`config.mk`:
```
export PLATFORM = sky130hd
export DESIGN_NAME = rt_frame_serializer_flat
export DESIGN_NICKNAME = d
export VERILOG_FILES = /design/src/rtl/rt_frame_serializer_pkg.sv /design/src/rtl/rt_frame_serializer_if.sv /design/src/rtl/rt_frame_serializer_tick_sync.sv /design/src/rtl/rt_frame_serializer.sv /design/src/flat_wrapper.sv
export SDC_FILE = /design/constraint.sdc
export NUM_CORES = 2
export LEC_CHECK = 0
export BUFFER_PORTS_ARGS = -buffer_cell sky130_fd_sc_hd__buf_4
export CELL_PAD_IN_SITES_DETAIL_PLACEMENT = 0
export CELL_PAD_IN_SITES_GLOBAL_PLACEMENT = 1
export CORE_AREA = 2 2 549 551
export CTS_CLUSTER_DIAMETER = 40
export CTS_CLUSTER_SIZE = 24
export DETAILED_ROUTE_END_ITERATION = 16
export DIE_AREA = 0 0 551 553
export GPL_TIMING_DRIVEN = 0
export PLACE_DENSITY = 0.55
export SLEW_MARGIN = 20
export SYNTH_ARGS = -nofsm -noshare
export SYNTH_HDL_FRONTEND = slang
export SYNTH_SLANG_ARGS = --single-unit
```
`constraint.sdc`:
```
create_clock -name processing_clock -period 2.08 [get_ports processing_clock]
set_clock_uncertainty 0.05 [all_clocks]
set_input_delay 0.208 -clock processing_clock [delete_from_list [all_inputs] [get_ports processing_clock]]
set_output_delay 0.208 -clock processing_clock [all_outputs]
set_load 0.05 [all_outputs]
```
`src/rtl/rt_frame_serializer_pkg.sv`:
```
// Shared types and constants for the real-time frame serializer.
package rt_frame_pkg;

    typedef enum logic [1:0] {
        IDLE  = 2'd0,
        SEND  = 2'd1,
        TRAIL = 2'd2,
        CHK   = 2'd3
    } state_t;

    localparam int unsigned DEF_N_WORDS = 42;
    localparam int unsigned DEF_DATA_W  = 32;
    localparam int unsigned CNT_W       = 16;

endpackage

```
`src/rtl/rt_frame_serializer_if.sv`:
```
// PCIe write-FIFO side of the serializer: write strobe, data, and full back-pressure.
interface rt_frame_serializer_if
    import rt_frame_pkg::*;
#(
    parameter int unsigned DATA_W = DEF_DATA_W
);
    logic              PCIe_rd_en;
    logic [DATA_W-1:0] PCIe_rd_data;
    logic              fifo_full;

    modport master (output PCIe_rd_en, output PCIe_rd_data, input fifo_full);
    modport slave  (input PCIe_rd_en, input PCIe_rd_data, output fifo_full);
endinterface

```
`src/rtl/rt_frame_serializer_tick_sync.sv`:
```
// Three-flop synchroniser for the foreign-domain frame tick with rising-edge detect.
module rt_tick_sync
    import rt_frame_pkg::*;
(
    input  logic clk_i,
    input  logic rst_ni,
    input  logic async_i,
    output logic rise_o
);
    logic s1_q, s2_q, s3_q;

    always_ff @(posedge clk_i or negedge rst_ni) begin
        if (!rst_ni) begin
            s1_q <= 1'b0;
            s2_q <= 1'b0;
            s3_q <= 1'b0;
        end else begin
            s1_q <= async_i;
            s2_q <= s1_q;
            s3_q <= s2_q;
        end
    end

    assign rise_o = s2_q & ~s3_q;
endmodule

```
`src/rtl/rt_frame_serializer.sv`:
```
// Snapshots N_WORDS words on each DMA tick and streams them plus a trailer into the PCIe FIFO.
// Optional trailing XOR checksum word when RT_FRAME_CHKSUM_EN is defined.
module rt_frame_serializer
    import rt_frame_pkg::*;
#(
    parameter int unsigned N_WORDS = DEF_N_WORDS,
    parameter int unsigned DATA_W  = DEF_DATA_W,
    parameter int unsigned IDX_W   = 11
) (
    input  logic                      processing_clock,
    input  logic                      PCIe_trn_rst_n,
    input  logic                      ATCA_DMA_clk,
    input  logic                      enable,
    input  logic [N_WORDS*DATA_W-1:0] words_flat,
    rt_frame_serializer_if.master     fifo,
    output logic                      busy,
    output logic [CNT_W-1:0]          frame_cnt,
    output logic [CNT_W-1:0]          overrun_cnt
);
    localparam int unsigned SEL_W = (N_WORDS > 1) ? $clog2(N_WORDS) : 1;
    localparam logic [IDX_W-1:0] LAST_IDX = IDX_W'(N_WORDS - 1);

    state_t             state_q, state_d;
    logic [IDX_W-1:0]   idx_q, idx_d;
    logic [DATA_W-1:0]  snap_q [N_WORDS];
    logic               load;
    logic               busy_q, busy_d;
    logic               rd_en_q, rd_en_d;
    logic [DATA_W-1:0]  rd_data_q, rd_data_d;
    logic [CNT_W-1:0]   frame_q, frame_d;
    logic [CNT_W-1:0]   ovr_q, ovr_d;
    logic               rise;
    logic               start;
`ifdef RT_FRAME_CHKSUM_EN
    logic [DATA_W-1:0]  csum_q, csum_d;
`endif

    rt_tick_sync u_tick_sync (
        .clk_i   (processing_clock),
        .rst_ni  (PCIe_trn_rst_n),
        .async_i (ATCA_DMA_clk),
        .rise_o  (rise)
    );

    assign start = rise & enable;

    always_ff @(posedge processing_clock or negedge PCIe_trn_rst_n) begin
        if (!PCIe_trn_rst_n) begin
            state_q <= IDLE;
        end else begin
            state_q <= state_d;
        end
    end

    always_comb begin
        state_d = state_q;
        case (state_q)
            IDLE:  if (start) state_d = SEND;
            SEND:  if (!fifo.fifo_full && idx_q == LAST_IDX) state_d = TRAIL;
            TRAIL: if (!fifo.fifo_full) begin
`ifdef RT_FRAME_CHKSUM_EN
                state_d = CHK;
`else
                state_d = IDLE;
`endif
            end
`ifdef RT_FRAME_CHKSUM_EN
            CHK:   if (!fifo.fifo_full) state_d = IDLE;
`endif
            default: state_d = IDLE;
        endcase
    end

    // Idle cycles drive zero data; stalled cycles keep the last emitted word on the bus.
    always_comb begin
        idx_d     = idx_q;
        busy_d    = busy_q;
        rd_en_d   = 1'b0;
        rd_data_d = '0;
        frame_d   = frame_q;
        ovr_d     = ovr_q;
        load      = 1'b0;
`ifdef RT_FRAME_CHKSUM_EN
        csum_d    = csum_q;
`endif
        if (start && busy_q && ovr_q != '1) ovr_d = ovr_q + 1'b1;
        case (state_q)
            IDLE: begin
                if (start) begin
                    load   = 1'b1;
                    idx_d  = '0;
                    busy_d = 1'b1;
`ifdef RT_FRAME_CHKSUM_EN
                    csum_d = '0;
`endif
                end
            end
            SEND: begin
                if (fifo.fifo_full) begin
                    rd_data_d = rd_data_q;
                end else begin
                    rd_en_d   = 1'b1;
                    rd_data_d = snap_q[idx_q[SEL_W-1:0]];
                    idx_d     = idx_q + 1'b1;
`ifdef RT_FRAME_CHKSUM_EN
                    csum_d    = csum_q ^ snap_q[idx_q[SEL_W-1:0]];
`endif
                end
            end
            TRAIL: begin
                if (fifo.fifo_full) begin
                    rd_data_d = rd_data_q;
                end else begin
                    rd_en_d   = 1'b1;
                    rd_data_d = snap_q[0];
`ifdef RT_FRAME_CHKSUM_EN
                    csum_d    = csum_q ^ snap_q[0];
`else
                    frame_d   = frame_q + 1'b1;
                    busy_d    = 1'b0;
`endif
                end
            end
`ifdef RT_FRAME_CHKSUM_EN
            CHK: begin
                if (fifo.fifo_full) begin
                    rd_data_d = rd_data_q;
                end else begin
                    rd_en_d   = 1'b1;
                    rd_data_d = csum_q;
                    frame_d   = frame_q + 1'b1;
                    busy_d    = 1'b0;
                end
            end
`endif
            default: ;
        endcase
    end

    always_ff @(posedge processing_clock or negedge PCIe_trn_rst_n) begin
        if (!PCIe_trn_rst_n) begin
            idx_q     <= '0;
            busy_q    <= 1'b0;
            rd_en_q   <= 1'b0;
            rd_data_q <= '0;
            frame_q   <= '0;
            ovr_q     <= '0;
`ifdef RT_FRAME_CHKSUM_EN
            csum_q    <= '0;
`endif
        end else begin
            idx_q     <= idx_d;
            busy_q    <= busy_d;
            rd_en_q   <= rd_en_d;
            rd_data_q <= rd_data_d;
            frame_q   <= frame_d;
            ovr_q     <= ovr_d;
`ifdef RT_FRAME_CHKSUM_EN
            csum_q    <= csum_d;
`endif
        end
    end

    always_ff @(posedge processing_clock or negedge PCIe_trn_rst_n) begin
        if (!PCIe_trn_rst_n) begin
            for (int unsigned i = 0; i < N_WORDS; i++) snap_q[i] <= '0;
        end else if (load) begin
            for (int unsigned i = 0; i < N_WORDS; i++) snap_q[i] <= words_flat[i*DATA_W +: DATA_W];
        end
    end

    assign fifo.PCIe_rd_en   = rd_en_q;
    assign fifo.PCIe_rd_data = rd_data_q;
    assign busy              = busy_q;
    assign frame_cnt         = frame_q;
    assign overrun_cnt       = ovr_q;
endmodule

```
`src/flat_wrapper.sv`:
```
// flat-port wrapper written by rule: the top's interface ports become plain ports
module rt_frame_serializer_flat import rt_frame_pkg::*;
#(
    parameter int unsigned N_WORDS = DEF_N_WORDS,
    parameter int unsigned DATA_W  = DEF_DATA_W,
    parameter int unsigned IDX_W   = 11
)
  (processing_clock, PCIe_trn_rst_n, ATCA_DMA_clk, enable, words_flat, busy, frame_cnt, overrun_cnt, fifo_PCIe_rd_en, fifo_PCIe_rd_data, fifo_fifo_full);
  rt_frame_serializer_if #(.DATA_W(DATA_W)) fifo_i ();
  input  logic processing_clock;
  input  logic PCIe_trn_rst_n;
  input  logic ATCA_DMA_clk;
  input  logic enable;
  input  logic [N_WORDS*DATA_W-1:0] words_flat;
  output logic busy;
  output logic [CNT_W-1:0] frame_cnt;
  output logic [CNT_W-1:0] overrun_cnt;
  output wire logic [$bits(fifo_i.PCIe_rd_en)-1:0] fifo_PCIe_rd_en;
  output wire logic [$bits(fifo_i.PCIe_rd_data)-1:0] fifo_PCIe_rd_data;
  input wire logic [$bits(fifo_i.fifo_full)-1:0] fifo_fifo_full;
  assign fifo_PCIe_rd_en = fifo_i.PCIe_rd_en;
  assign fifo_PCIe_rd_data = fifo_i.PCIe_rd_data;
  assign fifo_i.fifo_full = fifo_fifo_full;
  rt_frame_serializer #(.N_WORDS(N_WORDS), .DATA_W(DATA_W), .IDX_W(IDX_W)) u_core (.processing_clock(processing_clock), .PCIe_trn_rst_n(PCIe_trn_rst_n), .ATCA_DMA_clk(ATCA_DMA_clk), .enable(enable), .words_flat(words_flat), .fifo(fifo_i), .busy(busy), .frame_cnt(frame_cnt), .overrun_cnt(overrun_cnt));
endmodule
```
; ---- After elaboration in Yosys (flattened, before gate mapping)
; Index checks and enable logic that the tools add are counted.
[totals]
register_bits = 1426
latch_bits = 0
ram_bits = 0
romBits = 0
inputBits = 1349
output_inout_bits = 66
wordCells = 102
memories = 0
[op_classes]
addsub = 3
n_mul = 0
div_mod_pow = 0
order_cmp = 1
eq_ne = 8
shifts = 0
muxes = 20
bitwise = 5
n_reduce_logical = 13
[ops]
columns = op, n
row1 = $bmux W32 S6, 1
row2 = $mux W32, 4
row3 = $pmux W32 S2, 1
row4 = $add A16 B1 Y16 const B, 2
row5 = $mux W11, 2
row6 = $pmux W11 S2, 1
row7 = $ne A16 B16 Y1 const B, 1
row8 = $add A11 B1 Y11 const B, 1
row9 = $eq A11 B6 Y1 const B, 1
row10 = $reduce_and A3 Y1, 3
row11 = $ge A7 B7 Y1 const B, 1
row12 = $not A6 Y7, 1
row13 = $mux W1, 6
row14 = $mux W2, 3
row15 = $pmux W2 S3, 1
row16 = $ne A2 B1 Y1 const B, 2
row17 = $ne A2 B2 Y1 const B, 2
row18 = $reduce_and A2 Y1, 2
row19 = $reduce_bool A2 Y1, 2
row20 = $logic_and A1 B1 Y1, 3
row21 = $and A1 B1 Y1, 2
row22 = $eq A2 B1 Y1 const B, 1
row23 = $eq A2 B2 Y1 const B, 1
row24 = $logic_not A2 Y1, 1
row25 = other kinds (4), 5

; ---- Logic depth before layout (Yosys ltp)
[logic_depth]
ltp_word = 6
depth_mapped = 10
ltp_nobuf = 7

; ---- Modules after synthesis
; From an unflattened synthesis, not the netlist that was laid out.
[hier_totals]
cells_unflattened = 6903
area_unflattened_um2 = 64335.5
[by_module_without_submodules]
columns = module, instances, cells_per_inst, area_each_um2, seq_area_each_um2
row1 = rt_frame_serializer, 1, 6899, 64246.6, 35609.2
row2 = rt_tick_sync, 1, 4, 88.8, 75.1

; ---- Least setup slack after synthesis
; OpenSTA, ideal clock, no wires.
[synth_timing]
path_kind = register to register
start = reg u_core.ovr_q[0] (netlist: u_core.overrun_cnt[0])
end = reg u_core.ovr_q[1] (netlist: u_core.overrun_cnt[1])
setup_time_ns = 0.125
arrival_ns = 2.062
required_ns = 1.905
slack_ns = -0.157
stages_incl_launch_ff = 6
path_cell_list = dfrtp_1 -> ha_1 -> nand2_1 -> nor4_1 -> a21oi_1 -> mux2_2
[synth_between]
elab_chain_cells = 2
elab_cells_between_ends = 3
[synth_lines]
columns = element, line
row1 = from (decl), rt_frame_serializer.sv:31  ; logic [CNT_W-1:0] ovr_q, ovr_d;
row2 = from (signal assigned), rt_frame_serializer.sv:157  ; ovr_q <= ovr_d;
row3 = branches (longest 2 deep; another with $add A16 B1 Y16), --
; Parallel ways; which one is timed is not known.
; A chain may end at the register's enable or synchronous reset.

; ---- Worst setup path after layout
[layout_timing]
start = reg u_core.idx_q[0]
end = reg u_core.rd_data_q[13] (netlist: u_core.fifo.PCIe_rd_data[13])
[layout_between]
elab_chain_cells = 6
[layout_lines]
columns = element, line
row1 = from (decl), rt_frame_serializer.sv:24  ; logic [IDX_W-1:0] idx_q, idx_d;
row2 = from (signal assigned), rt_frame_serializer.sv:152  ; idx_q <= idx_d;
row3 = $not A6 Y7 (not written as such), rt_frame_serializer.sv:103  ; rd_data_d = snap_q[idx_q[SEL_W-1:0]];
row4 = $bmux W32 S6, rt_frame_serializer.sv:103
row5 = $mux W32 (not written as such) (2 in a row), rt_frame_serializer.sv:103
row6 = $mux W32, rt_frame_serializer.sv:99  ; if (fifo.fifo_full) begin
row7 = $pmux W32 S2, rt_frame_serializer.sv:87  ; case (state_q)
row8 = to (signal assigned), rt_frame_serializer.sv:155  ; rd_data_q <= rd_data_d;
row9 = to (decl), rt_frame_serializer.sv:29  ; logic [DATA_W-1:0] rd_data_q, rd_data_d;
; No other way between the ends. The select of a mux whose other input is x is not followed.

==> results.py <==
metrics = {
    "layout": {
        "drive_gt1_share_pct": 27.4,
        "mostFrequentLayoutCell": "nand2_1",
        "area.sequential_um2": 35700,
        "finish.net_count": 12417,
        "flow.area_growth_from_synthesis_pct": 86.9,
        "finish.instance_area_um2": 121000,
        "layout_common_cells": "nand2_1, dlygate4sd3_1, buf_4, dfrtp_1, clkbuf_16",
        "multiInputGateArea_um2": 29100,
        "layout.filler_cells": 29033,
    },
    "synthesis": {
        "postSynthNetCount": 8369,
        "synth_edf_count": 0,
        "avgSynthCellArea_um2": 9.23,
        "postSynthCellCount": 7013,
        "synth_sequential_area_ratio_pct": 55.2,
        "leading_register_cell_type_out_of_synthesis": "dfrtp_1",
        "synthesis.yosys.warnings": 0,
        "yosysUniqueCellTypes": 55,
        "synth_async_sr_flop_share_pct": 100,
        "ys_seq_elements": 1426,
        "synth_area_um2": 64700,
    },
    "grt": {
        "globalRouteOverflowTotal": 0,
        "maximum_number_of_pins_on_one_net_before_global_route_repair": 138,
        "grt_antenna_before_repair": 168,
        "aggregate_global_route_resource_usage_pct": 30.2,
        "first_global_vias": 74160,
        "grt_first_pass_wirelength_um": 623000,
    },
    "worst_setup_path": {
        "critPathLaunchType": "flop",
        "critical_path.reg2reg.startpoint": "u_core.idx_q[0]",
        "ff2ff_path_depth": 9,
        "worstPathRequired_ns": 2.81,
        "worstSetupEndpointType": "flop",
        "ff2ff_setup_slack_ns": -0.94,
        "worstReg2RegEnd": "u_core.fifo.PCIe_rd_data[13]",
        "critical_path_arrival_ns": 3.75,
        "path_max_fanout": 8,
        "timing_worst_setup_path_type": "flop to flop",
    },
    "drt": {
        "remaining_drc_errors": 0,
        "dr.first_iter.drc_count": 5805,
        "wire_length_reported_by_the_detailed_router_um": 476000,
        "detailed_router_iteration_count_before_antenna_repair": 8,
        "routed_wire_length_per_instance_um": 30.9,
        "route.detailed.vias_per_inst": 4.61,
        "dr_total_vias": 71031,
        "number_of_antenna_violating_nets_in_the_routed_design": 0,
    },
    "sta": {
        "slew_violations": 0,
        "rsz_0062_raised_after_global_routing": "yes",
        "final_number_of_setup_violating_endpoints": 1123,
        "fin_worst_hold_slack_ns": -0.283,
        "slew_headroom_pct": 37.6,
        "fin_setup_tns_ns": -184.36,
        "timing_worst_slew_pin_value_ns": 0.936,
        "worst_slack_ns": -0.937,
        "period_share_pct": 145,
        "finalWorstPathRequiredPeriod_ns": 3.02,
        "finalHoldViolCount": 194,
        "maxClockFrequency_mhz": 331,
    },
    "die": {
        "dieArea_um2": 305000,
        "ios": 1415,
        "fp.dieW_um": 551,
        "die_y_um": 553,
        "row_count": 201,
        "core_area_um2": 299000,
        "initial_utilization_pct": 21.7,
    },
    "placement": {
        "finalWeightedCongestion": 0.933,
        "dp_slack_ns": -2.80,
        "hpwlAfterDp_um": 369000,
        "postPlaceCellArea_um2": 81100,
        "placement.io_buffers": 1414,
    },
    "job": {
        "timing.max_cap.violations": 0,
    },
    "pwr": {
        "ir_worst_vdd_v": 0.000654,
        "power-per-cell-area_nw_per_um2": 1300,
        "total_leakage_power_uw": 0.0583,
    },
    "cts": {
        "cts_tree": "built",
        "ctsLongestPathBuffers": 4,
        "clock_tree.root_cell": "clkbuf_16",
        "clock_latency_reported_for_the_late_side_of_the_worst_skew_pair_ns": 0.91,
        "cts_inserted_buffers": 313,
        "clock_pin_transition_on_the_worst_setup_and_hold_timing_paths_ns": 0.05,
        "sink_count_of_the_clock_tree": 1426,
        "htree_levels": 5,
    },
    "worst_hold_path": {
        "worst_hold_path_type": "input pin to asynchronous set/reset pin",
    },
    "run_status": {
        "violated_checks": "hold timing, setup timing",
        "outcome": "finished with violations",
    },
}
[metrics by stage]
step,power [uW],util (%),instances
6_report,157000,40.5,15393
3_5_place_dp,90400,27.1,12417
4_1_cts,155000,39.7,15184
2_1_floorplan,64800,-,7013
3_3_place_gp,89500,26.9,12385
5_1_grt,163000,40.4,15347
[repair_timing]
action                                  in CTS  in global routing
pin swaps                                   85                 59
endpoints found under the setup margin    1687               1795
hold buffers                              2125                  9
gates resized for setup                    830                499
buffers inserted                            61                 80
gates cloned                                12                 12
endpoints found under the hold margin     1680                314
[worst max-delay path: stages, from the launching register on]
cell,delay (ns)
dfrtp_1,0.39
buf_12,0.16
buf_16,0.18
buf_16,0.19
buf_16,0.21
buf_16,0.22
mux2i_4,0.52
nor2_4,0.07
a2111oi_4,0.57
o21ai_1,0.14
[kinds of logic after synthesis]
group | after synthesis | share of synthesized area [%]
and+or+nand+nor | 4213 | 24.7
DFF | 1426 | 55.2
buffers and inverters | 495 | 3.50
muxes | 481 | 12.0
AOI/OAI and AO/OA | 356 | 3.98
xor gates and xnor gates | 35 | 0.474
adders and majority gates | 7 | 0.135
[cell usage after synthesis (23+ instances only)]
| master | count | area (um^2) |
|---|---|---|
| a22o_1 | 26 | 228 |
| mux2_2 | 60 | 676 |
| a21oi_1 | 61 | 305 |
| mux2i_1 | 182 | 1820 |
| mux4_2 | 225 | 5070 |
| nand2_1 | 4089 | 15300 |
| a211oi_1 | 23 | 173 |
| inv_1 | 39 | 146 |
| dfrtp_1 | 1426 | 35700 |
| a222oi_1 | 32 | 320 |
| o22ai_1 | 80 | 500 |
| buf_2 | 107 | 536 |
| nor2_1 | 51 | 191 |
| buf_4 | 26 | 195 |
| buf_6 | 23 | 259 |
| clkbuf_1 | 284 | 1070 |
[power breakdown]
part,switching (uW),internal [uW]
clock network,18300,36000
registers,8610,38400
logic,31700,23700
[layer usage]
metal / share of wire [%] / vias to the layer above / track usage, %
met1: 39 / 35652 / 35.5
met3: 6.5 / 923 / 6.19
met2: 49 / 3312 / 52.0
met4: 5.8 / 68 / 14.9
li1: - / 31076 / -
met5: 0.089 / - / 0
[cell type report]
type / instances / area share, %
Sequential cell: 1426 / 29.5
Timing Repair Buffer: 3740 / 28.9
Multi-Input combinational cell: 5092 / 24.1
Clock buffer: 388 / 7.18
Tap cell: 3958 / 4.10
Buffer: 446 / 3.58
Clock inverter: 187 / 2.28
Antenna cell: 114 / 0.236
Inverter: 42 / 0.149
[state kept, by name (all words and copies together) (netlist names)]
signal	cells
u_core.snap_q	1344
u_core.fifo.PCIe_rd_data	32
u_core.frame_cnt	16
u_core.overrun_cnt	16
u_core.idx_q	11
u_core.state_q	2
u_core.busy	1
u_core.fifo.PCIe_rd_en	1
u_core.u_tick_sync.s1_q	1
u_core.u_tick_sync.s2_q	1
u_core.u_tick_sync.s3_q	1
[worst max-delay path by stage]
stage,from,endpoint,slack (ns),cells after the start
floorplan,u_core.overrun_cnt[3],u_core.overrun_cnt[1],0.002,4
global placement,PCIe_trn_rst_n,u_core.overrun_cnt[0],-18.96,1
detailed placement,u_core.idx_q[1],u_core.fifo.PCIe_rd_data[10],-2.80,8
CTS,u_core.idx_q[0],u_core.fifo.PCIe_rd_data[27],-0.89,9
global route,u_core.idx_q[0],u_core.fifo.PCIe_rd_data[11],-0.84,10
finish,u_core.idx_q[0],u_core.fifo.PCIe_rd_data[13],-0.94,9
Note: power is estimated with default switching activity, not from simulation.
